===== config.mk =====
export PLATFORM = sky130hd
export DESIGN_NAME = pulse_gen_multi
export DESIGN_NICKNAME = d
export VERILOG_FILES = /design/src/rtl/pulse_gen_pkg.sv /design/src/rtl/pulse_gen_ch.sv /design/src/rtl/pulse_gen_multi.sv
export SDC_FILE = /design/constraint.sdc
export NUM_CORES = 2
export LEC_CHECK = 0
export ABC_AREA = 1
export CAP_MARGIN = 20
export CORE_MARGIN = 2
export CORE_UTILIZATION = 40
export DETAILED_ROUTE_END_ITERATION = 8
export RECOVER_POWER = 100
export SYNTH_ARGS = -nofsm -noshare
export SYNTH_HDL_FRONTEND = slang
export SYNTH_SLANG_ARGS = --single-unit

===== constraint.sdc =====
create_clock -name clk -period 30.1 [get_ports clk]
set_input_delay 7.525 -clock clk [delete_from_list [all_inputs] [get_ports clk]]
set_output_delay 7.525 -clock clk [all_outputs]
set_load 0.1 [all_outputs]

===== src/rtl/pulse_gen_pkg.sv =====
// Shared types and helpers for the multi-channel pulse generator.
// Holds the channel state encoding, bus-slicing helpers and default field widths.
package pulse_gen_pkg;

  localparam int unsigned DefChNum      = 4;
  localparam int unsigned DefClkFreqMhz = 125;
  localparam int unsigned DefWidthW     = 11;
  localparam int unsigned DefNumW       = 11;
  localparam int unsigned DefGapW       = 16;
  localparam int unsigned DefDelayW     = 16;

  typedef enum logic [2:0] {
    ChIdle,
    ChDelay,
    ChHigh,
    ChGap,
    ChDone
  } ch_state_e;

  // LSB of channel ch's field inside a packed per-channel bus.
  function automatic int unsigned field_lsb(input int unsigned ch, input int unsigned field_w);
    return ch * field_w;
  endfunction

  function automatic int unsigned max_w(input int unsigned a, input int unsigned b);
    return (a > b) ? a : b;
  endfunction

  // Prescaler width; a 1 MHz clock still needs a 1-bit register.
  function automatic int unsigned prescale_w(input int unsigned freq);
    return (freq > 1) ? $clog2(freq) : 1;
  endfunction

endpackage


===== src/rtl/pulse_gen_ch.sv =====
// One pulse-train channel: delay, high/gap sequencing and microsecond gap prescaler.
// Config inputs must stay stable for the whole burst; the top level guarantees that.
module pulse_gen_ch
  import pulse_gen_pkg::*;
#(
  parameter int unsigned CLK_FREQ_MHZ = DefClkFreqMhz,
  parameter int unsigned WIDTH_W      = DefWidthW,
  parameter int unsigned NUM_W        = DefNumW,
  parameter int unsigned GAP_W        = DefGapW,
  parameter int unsigned DELAY_W      = DefDelayW
) (
  input  logic               clk,
  input  logic               rst,
  input  logic               launch_i,
  input  logic               abort_i,
  input  logic               en_i,
  input  logic [WIDTH_W-1:0] width_i,
  input  logic [NUM_W-1:0]   num_i,
  input  logic [GAP_W-1:0]   gap_i,
  input  logic [DELAY_W-1:0] delay_i,
  output logic               q_o,
  output logic               done_o
);

  localparam int unsigned CntW = max_w(WIDTH_W, DELAY_W);
  localparam int unsigned PreW = prescale_w(CLK_FREQ_MHZ);
  localparam logic [PreW-1:0] PreLast = PreW'(CLK_FREQ_MHZ - 1);

  ch_state_e         state_q;
  logic [CntW-1:0]   cnt_q;
  logic [NUM_W-1:0]  pulse_q;
  logic [PreW-1:0]   pre_q;
  logic [GAP_W-1:0]  us_q;
  logic              q_q;
  logic              pulse_ok;
  logic              gap_end;

  always_comb begin
    pulse_ok = (width_i != '0) && (num_i != '0);
    // A zero gap still yields one low cycle, so it ends on the first GAP cycle.
    gap_end  = (gap_i == '0) || ((pre_q == PreLast) && (us_q == gap_i - GAP_W'(1)));
  end

  always_ff @(posedge clk or posedge rst) begin
    if (rst) begin
      state_q <= ChIdle;
      cnt_q   <= '0;
      pulse_q <= '0;
      pre_q   <= '0;
      us_q    <= '0;
      q_q     <= 1'b0;
    end else if (abort_i) begin
      state_q <= ChIdle;
      q_q     <= 1'b0;
    end else if (launch_i) begin
      pulse_q <= '0;
      if (!en_i) begin
        state_q <= ChDone;
        q_q     <= 1'b0;
      end else if (delay_i != '0) begin
        state_q <= ChDelay;
        cnt_q   <= CntW'(delay_i);
        q_q     <= 1'b0;
      end else if (pulse_ok) begin
        state_q <= ChHigh;
        cnt_q   <= CntW'(width_i);
        q_q     <= 1'b1;
      end else begin
        state_q <= ChDone;
        q_q     <= 1'b0;
      end
    end else begin
      unique case (state_q)
        ChDelay: begin
          if (cnt_q == CntW'(1)) begin
            if (pulse_ok) begin
              state_q <= ChHigh;
              cnt_q   <= CntW'(width_i);
              q_q     <= 1'b1;
            end else begin
              state_q <= ChDone;
            end
          end else begin
            cnt_q <= cnt_q - CntW'(1);
          end
        end
        ChHigh: begin
          if (cnt_q == CntW'(1)) begin
            q_q <= 1'b0;
            if (pulse_q == num_i - NUM_W'(1)) begin
              state_q <= ChDone;
            end else begin
              state_q <= ChGap;
              pulse_q <= pulse_q + NUM_W'(1);
              pre_q   <= '0;
              us_q    <= '0;
            end
          end else begin
            cnt_q <= cnt_q - CntW'(1);
          end
        end
        ChGap: begin
          if (gap_end) begin
            state_q <= ChHigh;
            cnt_q   <= CntW'(width_i);
            q_q     <= 1'b1;
          end else if (pre_q == PreLast) begin
            pre_q <= '0;
            us_q  <= us_q + GAP_W'(1);
          end else begin
            pre_q <= pre_q + PreW'(1);
          end
        end
        default: ;
      endcase
    end
  end

  assign q_o    = q_q;
  assign done_o = (state_q == ChDone);

endmodule


===== src/rtl/pulse_gen_multi.sv =====
// Multi-channel pulse generator: start edge detect, config latch, burst control
// (single/continuous/abort) and the shared trig/done/busy strobes.
module pulse_gen_multi
  import pulse_gen_pkg::*;
#(
  parameter int unsigned CH_NUM       = DefChNum,
  parameter int unsigned CLK_FREQ_MHZ = DefClkFreqMhz,
  parameter int unsigned WIDTH_W      = DefWidthW,
  parameter int unsigned NUM_W        = DefNumW,
  parameter int unsigned GAP_W        = DefGapW,
  parameter int unsigned DELAY_W      = DefDelayW
) (
  input  logic                      clk,
  input  logic                      rst,
  input  logic                      start_i,
  input  logic                      stop_i,
  input  logic                      mode_i,
  input  logic [CH_NUM-1:0]         ch_en_i,
  input  logic [CH_NUM*WIDTH_W-1:0] pulse_width_i,
  input  logic [CH_NUM*NUM_W-1:0]   pulse_num_i,
  input  logic [CH_NUM*GAP_W-1:0]   gap_us_i,
  input  logic [CH_NUM*DELAY_W-1:0] delay_i,
  output logic [CH_NUM-1:0]         q_o,
  output logic                      trig_o,
  output logic                      done_o,
  output logic                      busy_o
);

  logic                      start_q;
  logic                      busy_q;
  logic                      trig_q;
  logic                      done_q;
  logic [CH_NUM-1:0]         en_q;
  logic [CH_NUM*WIDTH_W-1:0] width_q;
  logic [CH_NUM*NUM_W-1:0]   num_q;
  logic [CH_NUM*GAP_W-1:0]   gap_q;
  logic [CH_NUM*DELAY_W-1:0] delay_q;

  logic                      start_evt;
  logic                      complete;
  logic                      launch;
  logic [CH_NUM-1:0]         ch_done;
  logic [CH_NUM-1:0]         en_cfg;
  logic [CH_NUM*WIDTH_W-1:0] width_cfg;
  logic [CH_NUM*NUM_W-1:0]   num_cfg;
  logic [CH_NUM*GAP_W-1:0]   gap_cfg;
  logic [CH_NUM*DELAY_W-1:0] delay_cfg;

  always_comb begin
    start_evt = start_i & ~start_q & ~busy_q & ~stop_i & (|ch_en_i);
    complete  = busy_q & (&ch_done) & ~stop_i;
    launch    = start_evt | (complete & mode_i);
    // Channels launch on the same edge as the latch, so they see the live inputs then.
    en_cfg    = start_evt ? ch_en_i       : en_q;
    width_cfg = start_evt ? pulse_width_i : width_q;
    num_cfg   = start_evt ? pulse_num_i   : num_q;
    gap_cfg   = start_evt ? gap_us_i      : gap_q;
    delay_cfg = start_evt ? delay_i       : delay_q;
  end

  always_ff @(posedge clk or posedge rst) begin
    if (rst) begin
      start_q <= 1'b0;
      busy_q  <= 1'b0;
      trig_q  <= 1'b0;
      done_q  <= 1'b0;
      en_q    <= '0;
      width_q <= '0;
      num_q   <= '0;
      gap_q   <= '0;
      delay_q <= '0;
    end else begin
      start_q <= start_i;
      trig_q  <= 1'b0;
      done_q  <= 1'b0;
      if (stop_i) begin
        busy_q <= 1'b0;
      end else if (start_evt) begin
        busy_q  <= 1'b1;
        trig_q  <= 1'b1;
        en_q    <= ch_en_i;
        width_q <= pulse_width_i;
        num_q   <= pulse_num_i;
        gap_q   <= gap_us_i;
        delay_q <= delay_i;
      end else if (complete) begin
        done_q <= 1'b1;
        if (mode_i) begin
          trig_q <= 1'b1;
        end else begin
          busy_q <= 1'b0;
        end
      end
    end
  end

  for (genvar c = 0; c < CH_NUM; c++) begin : g_ch
    pulse_gen_ch #(
      .CLK_FREQ_MHZ(CLK_FREQ_MHZ),
      .WIDTH_W     (WIDTH_W),
      .NUM_W       (NUM_W),
      .GAP_W       (GAP_W),
      .DELAY_W     (DELAY_W)
    ) u_ch (
      .clk     (clk),
      .rst     (rst),
      .launch_i(launch),
      .abort_i (stop_i),
      .en_i    (en_cfg[c]),
      .width_i (width_cfg[field_lsb(c, WIDTH_W) +: WIDTH_W]),
      .num_i   (num_cfg[field_lsb(c, NUM_W) +: NUM_W]),
      .gap_i   (gap_cfg[field_lsb(c, GAP_W) +: GAP_W]),
      .delay_i (delay_cfg[field_lsb(c, DELAY_W) +: DELAY_W]),
      .q_o     (q_o[c]),
      .done_o  (ch_done[c])
    );
  end

  assign trig_o = trig_q;
  assign done_o = done_q;
  assign busy_o = busy_q;

endmodule


# ---- Word-level counts from Yosys, hierarchy flattened
# Index checks and enable logic that the tools add are counted.
dict set report word_totals {
  inputBits 225
  output_inout_bits 7
  word_cells 410
  reg_bits 440
}
dict set report op_classes {
  n_bitwise 12
  n_reduce_logical 76
  n_eq_ne 81
  addsub 24
  muxes 184
}
# cell count
set ops {}
lappend ops {{16-bit two-way mux} 44}
lappend ops {{16-bit one-hot mux with 3 select lines} 4}
lappend ops {{11-bit two-way mux} 16}
lappend ops {{64-bit two-way mux} 2}
lappend ops {{16-bit one-hot mux with 2 select lines} 4}
lappend ops {{16-bit by 1-bit subtractor with 16-bit output (second input constant)} 8}
lappend ops {{7-bit two-way mux} 16}
lappend ops {{3-bit two-way mux} 36}
lappend ops {{44-bit two-way mux} 2}
lappend ops {{11-bit nonzero test} 8}
lappend ops {{16-bit by 1-bit adder with 16-bit output (second input constant)} 4}
lappend ops {{16-bit by 1-bit == test with 1-bit output (second input constant)} 4}
lappend ops {{16-bit == test} 4}
lappend ops {{16-bit zero test} 4}
lappend ops {{16-bit nonzero test} 4}
lappend ops {{7-bit one-hot mux with 2 select lines} 4}
lappend ops {{4-bit by 3-bit != test with 1-bit output (second input constant)} 12}
lappend ops {{1-bit two-way mux} 47}
lappend ops {{11-bit by 1-bit adder with 11-bit output (second input constant)} 4}
lappend ops {{11-bit == test} 4}
lappend ops {{11-bit by 1-bit subtractor with 11-bit output (second input constant)} 4}
lappend ops {{5-bit AND reduction} 8}
lappend ops {{3-bit one-hot mux with 3 select lines} 4}
lappend ops {{4-bit AND reduction} 9}
lappend ops {{other kinds (26)} 121}

# ---- Logic depth before layout (Yosys ltp)
dict set report depth {
  ltp_word 14
  mapped_depth 29
  ltp_nobuf 25
}

# ---- Hierarchy
# A second synthesis with hierarchy kept.
dict set report hier_totals {
  hier_cells 4805
  hier_area_um2 31821.8
}
# mod n_inst cells_each area_per_inst_um2 seq_area_each_um2
set by_module_without_submodules {}
lappend by_module_without_submodules {{pulse_gen_ch at g_ch[0].u_ch ...} 2 934 5671.7 1351.3}
lappend by_module_without_submodules {pulse_gen_multi 1 1200 9825.7 5605.4}
lappend by_module_without_submodules {{pulse_gen_ch at g_ch[3].u_ch} 1 896 5391.4 1351.3}
lappend by_module_without_submodules {{pulse_gen_ch at g_ch[2].u_ch} 1 841 5261.3 1351.3}

# ---- Worst setup path after synthesis
# OpenSTA, ideal clock, no wires.
dict set report synth_timing {
  path_kind {input to register}
  start {in stop_i}
  end {reg g_ch[0].u_ch.pre_q[2]}
  setup_time_ns 0.126
  cell_stages 26
  arrival_time_ns 10.181
  required_ns 29.974
  path_slack_ns 19.793
  path_buffers 5
  cell_sequence {buf_6 > inv_4 > nand2_4 > nor2_8 > nand2_4 > buf_6 > buf_6 > buf_6 > o21ai_2 > ha_1 > xor2_1 > inv_1 > nor2_1 > nand2_1 > nand3b_1 > nor2_1 > nand2_1 > nor2_1 > nand2_1 > nor3_2 > nand2_1 > nand2_1 > nand2_1 > nand2_1 > buf_4 > o21ai_0}
}
dict set report synth_between {
  elab_chain_cells 10
  elab_cells_between_ends 19
  classes_between {add/sub (2); eq/ne (4); mux (2); bitwise (7); reduce/logical (4)}
}
# item line
set synth_lines {}
lappend synth_lines {{from (decl)} pulse_gen_multi.sv:16} ;# input logic stop_i,
lappend synth_lines {{1-bit inverter (no source line) (*)} --}
lappend synth_lines {{1-bit bitwise AND (2 in series)} pulse_gen_multi.sv:50} ;# start_evt = start_i & ~start_q & ~busy_q & ~stop_i & (|ch_en_i);
lappend synth_lines {{64-bit two-way mux} --}
lappend synth_lines {{16-bit by 1-bit subtractor with 16-bit output} pulse_gen_ch.sv:41} ;# gap_end = (gap_i == '0) || ((pre_q == PreLast) && (us_q == gap_i - GAP_W'(1)));
lappend synth_lines {{16-bit == test} pulse_gen_ch.sv:41}
lappend synth_lines {{1-bit logical AND} pulse_gen_ch.sv:41}
lappend synth_lines {{1-bit logical OR} pulse_gen_ch.sv:41}
lappend synth_lines {{2-bit != test (no source line)} --}
lappend synth_lines {{6-bit AND reduction (no source line) (*)} --}
lappend synth_lines {{to (signal assigned)} pulse_gen_ch.sv:111} ;# pre_q <= pre_q + PreW'(1);
lappend synth_lines {{to (decl)} pulse_gen_ch.sv:32} ;# logic [PreW-1:0] pre_q;
# Every way passes the cells marked *; elsewhere a longest branch is shown, timed or not.
# A chain may end at the register's enable or synchronous reset.

# ---- Worst setup path in the final report
dict set report layout_timing {
  start {in ch_en_i[3]}
  end {reg g_ch[3].u_ch.us_q[1]}
}
dict set report layout_between {
  elab_chain_cells 9
  elab_cells_between_ends 16
  classes_between {add/sub (2); eq/ne (4); mux (2); bitwise (3); reduce/logical (5)}
}
# item line
set layout_lines {}
lappend layout_lines {{from (decl)} pulse_gen_multi.sv:18} ;# input logic [CH_NUM-1:0] ch_en_i,
lappend layout_lines {{4-bit OR reduction (*)} pulse_gen_multi.sv:50}
lappend layout_lines {{1-bit bitwise AND (*)} pulse_gen_multi.sv:50}
lappend layout_lines {{64-bit two-way mux} --}
lappend layout_lines {{16-bit by 1-bit subtractor with 16-bit output} pulse_gen_ch.sv:41}
lappend layout_lines {{16-bit == test} pulse_gen_ch.sv:41}
lappend layout_lines {{1-bit logical AND} pulse_gen_ch.sv:41}
lappend layout_lines {{1-bit logical OR} pulse_gen_ch.sv:41}
lappend layout_lines {{2-bit != test (no source line)} --}
lappend layout_lines {{7-bit AND reduction (no source line) (*)} --}
lappend layout_lines {{to (signal assigned)} pulse_gen_ch.sv:109} ;# us_q <= us_q + GAP_W'(1);
lappend layout_lines {{to (decl)} pulse_gen_ch.sv:33} ;# logic [GAP_W-1:0] us_q;
# Marked as above.

==> impl_metrics.csv <==
group,metric,value,unit
setup_path,critPathSlowestCell,"nand2_1",
setup_path,cp.depth,14,
clock_tree,cts_inserted_buffers,53,
hold_path,hold_path_depth,2,
logic_synthesis,syn_area,30200,um2
sta,hold_violations,0,
grt,grt_max_degree,156,
sta,whs,0.473,ns
sta,tns,0,ns
clock_tree,clkLatencyLatePin,0.61,ns
sta,worst_pin_slew,8.31,ns
grt,grt_first_pass_wirelength,146000,um
setup_path,start_kind,"primary input",
clock_tree,cts.clk_slew.worst_paths,0.06,ns
routing,viasPerCell,5.10,
setup_path,crit_path_end,"g_ch[3].u_ch.us_q[1]$_DFFE_PP0P_",
placed_design,dp_slack,16.84,ns
setup_path,path_common_cell,"nand2_1",
sta,slew_headroom,-454,%
setup_path,cp.arrival,20.94,ns
sta,finalSetupViolations,0,
grt,antenna_found_initial,0,
run_status,outcome,"finished with violations",
layout,area_delta_synth_final,14.0,%
clock_tree,post-cts-setup-buffers,0,
sta,worst_slack,9.63,ns
layout,drive_gt1_share,3.59,%
routing,vias,28200,
hold_path,worstHoldStart,"gap_q[17]$_DFFE_PP0N_",
floorplanning,io_pins,232,
clock_tree,max-clock-path-buffers,3,
logic_synthesis,syn_nets,4645,
placed_design,port_buffers,231,
run_status,failed_checks,"max-capacitance violations, max-slew violations",
power,power.density,66.0,nW/um2
placed_design,gp_congestion,0.905,
setup_path,worstReg2RegStart,"busy_o$_DFFE_PP0P_",
sta,skew,0.0210,ns
setup_path,crit_type,"in -> reg",
layout,final_common_cell,"nand2_1",
logic_synthesis,ys_types,64,
floorplanning,fp.dieH,279,um
hold_path,hold_class,"reg -> reg",
power,p_leak,16.4,nW
setup_path,critical_path_buf_inv_count,4,
logic_synthesis,synth_area_per_cell,6.87,um2
setup_path,r2r_end,"g_ch[3].u_ch.us_q[1]$_DFFE_PP0P_",
setup_path,cp_slowest_stage_delay,3.51,ns
power,power,2.27,mW
logic_synthesis,ys_seq_area_share,36.5,%
routing,drc_errors,0,
clock_tree,cts_root_buffer,"clkbuf_16",
floorplanning,start_util,40.4,%
floorplanning,die_w,279,um
setup_path,crit_required,30.58,ns
clock_tree,cts_tree,"done",
sta,timing.final.crit_share,68.0,%
power,peakVddDrop,0.0464,mV
sta,fmax,48.9,MHz
layout,final_nets,4791,
setup_path,reg2regPathDepth,14,
flow_run,cap_violations,13,
routing,detail-route-antenna-nets,0,
layout,nFillCells,7639,
sta,slew_violations,1042,
grt,grt_pass1_vias,27200,
logic_synthesis,synth_ff_type,"dfrtp_1",
routing,drt_wl_total,90000,um
layout,final_util,46.1,%
floorplanning,die_area,77600,um2
clock_tree,cts-htree-levels,2,
logic_synthesis,synth_edf_count,0,
clock_tree,cts_resized,0,
logic_synthesis,async_flop_share,100,%
grt,grt_use_total,23.2,%
sta,fin_crit,20.47,ns
placed_design,dp_hpwl,65500,um
setup_path,critPathTopFamily,"simple AND/OR/NAND/NOR gates",
clock_tree,clock-sinks,440,
setup_path,critPathMaxFanout,136,
layout,final_cell_mix,"nand2_1 (1,210), inv_1 (613), dfrtp_1 (440)",
grt,gr-total-overflow,0,
floorplanning,core-area,74600,um2
setup_path,cp-startpoint,"ch_en_i[3]",
floorplanning,row_count,100,
clock_tree,cts_hold_buffers,0,
layout,diodes,0,
setup_path,endpoint_kind,"flop",
routing,wl_per_cell,16.3,um
setup_path,r2r_slack,17.73,ns
routing,drt_iter0_drc,1964,
logic_synthesis,syn_inst,4387,
sta,rsz0062_at_grt,"false",
routing,firstDrtPassIters,6,
logic_synthesis,ys_ff_latch,440,
setup_path,worstPathCellList,"dlygate4sd3_1 -> nor2_1 -> nand2_1 -> nand2_1 -> nand2_1 -> clkinv_1 -> clkbuf_1 -> o41ai_1 -> inv_1 -> nand2_2 -> nand2_1 -> nand3_4 -> nand2_1 -> nand2_1",
logic_synthesis,synth_warnings,0,
area by class of cell:
class                   instances  area [um2]  share of cell area, %
inverters                     643        2420                   7.03
repair buffers                251        2420                   7.04
well taps                     969        1210                   3.53
multi-input cells            3144       15600                   45.4
clock inverters                 9         124                  0.360
flip-flops and latches        440       11000                   32.0
clock buffers                  79        1590                   4.61
synth_stat cells, drive strengths merged (4+ instances only):
cell type | number | area share, %
nand2 | 1227 | 16
inv | 636 | 7.9
dfrtp | 440 | 37
nor2 | 437 | 5.7
o21ai | 385 | 6.6
nand3 | 346 | 5.9
xor2 | 171 | 5.0
nand4 | 140 | 3.0
buf | 113 | 2.7
nor3 | 91 | 1.6
a21oi | 75 | 1.3
clkbuf | 47 | 0.59
o22ai | 37 | 0.79
xnor2 | 37 | 1.1
ha | 33 | 1.4
nand3b | 28 | 0.71
o211ai | 27 | 0.67
nor4 | 23 | 0.48
o31ai | 15 | 0.37
o221ai | 12 | 0.35
nor3b | 11 | 0.27
clkinv | 7 | 0.087
o21a | 6 | 0.15
or2 | 5 | 0.10
a211oi | 4 | 0.10
a221oi | 4 | 0.12
a31oi | 4 | 0.083
o21bai | 4 | 0.10
cell families after synthesis:
| logic type | count (synthesis) | synth area share [%] |
|---|---|---|
| AND/OR/NAND/NOR | 2315 | 33.5 |
| buffers and inverters | 803 | 11.3 |
| AO/OA/AOI/OAI | 583 | 10.9 |
| flip-flops | 440 | 36.5 |
| XOR/XNOR | 211 | 6.27 |
| adder cells (fa/ha/maj) | 33 | 1.37 |
| multiplexers | 2 | 0.0705 |
metal layers:
layer / wire length (um) / global-route usage (%) / part of all wire (%)
met3: 3320 / 2.46 / 3.7
met4: 2260 / 6.98 / 2.5
met2: 44300 / 40.7 / 49
met1: 40100 / 30.0 / 45
met5: 0 / 0 / 0
flip-flops by register name (all words and copies together) (netlist names):
name               count
g_ch.u_ch.state_q     12
g_ch.u_ch.pre_q       28
en_q                   4
g_ch.u_ch.us_q        64
g_ch.u_ch.cnt_q       64
start_q                1
delay_q               64
trig_o                 1
gap_q                 64
width_q               44
done_o                 1
g_ch.u_ch.q_o          4
busy_o                 1
g_ch.u_ch.pulse_q     44
num_q                 44
power breakdown:
group	switching (mW)	total (mW)	internal, mW
Sequential	0.0779	0.785	0.708
Combinational	0.556	0.839	0.283
Clock	0.260	0.645	0.385
stage by stage:
stage | std cells | cell area (um2)
2_1_floorplan | 4387 | 30200
3_3_place_gp | 5447 | 32900
3_5_place_dp | 5447 | 32900
4_1_cts | 5535 | 34600
5_1_grt | 5535 | 34400
6_report | 5535 | 34400
worst reg2reg max path, stage by stage (launching register included):
cell and delay [ns]:
dfrtp_1 0.39, inv_1 0.16, nand2_4 0.13, nor2_8 0.09
nand2_1 3.23, nand2_1 3.06, clkinv_1 0.32, clkbuf_1 2.74
o41ai_1 0.54, inv_1 0.38, nand2_2 0.07, nand2_1 0.58
nand3_4 0.36, nand2_1 0.14, nand2_1 0.06
worst min path at each step:
stage                                        end  slack [ns]
2_1_floorplan              gap_q[17]$_DFFE_PP0N_        0.44
3_3_place_gp               gap_q[17]$_DFFE_PP0N_        0.46
3_5_place_dp               num_q[34]$_DFFE_PP0N_        0.46
4_1_cts                    num_q[34]$_DFFE_PP0N_        0.47
5_1_grt        g_ch[0].u_ch.us_q[10]$_DFFE_PP0P_        0.52
6_report                   gap_q[17]$_DFFE_PP0N_        0.47
No activity file was read; power rests on OpenSTA's default activity.
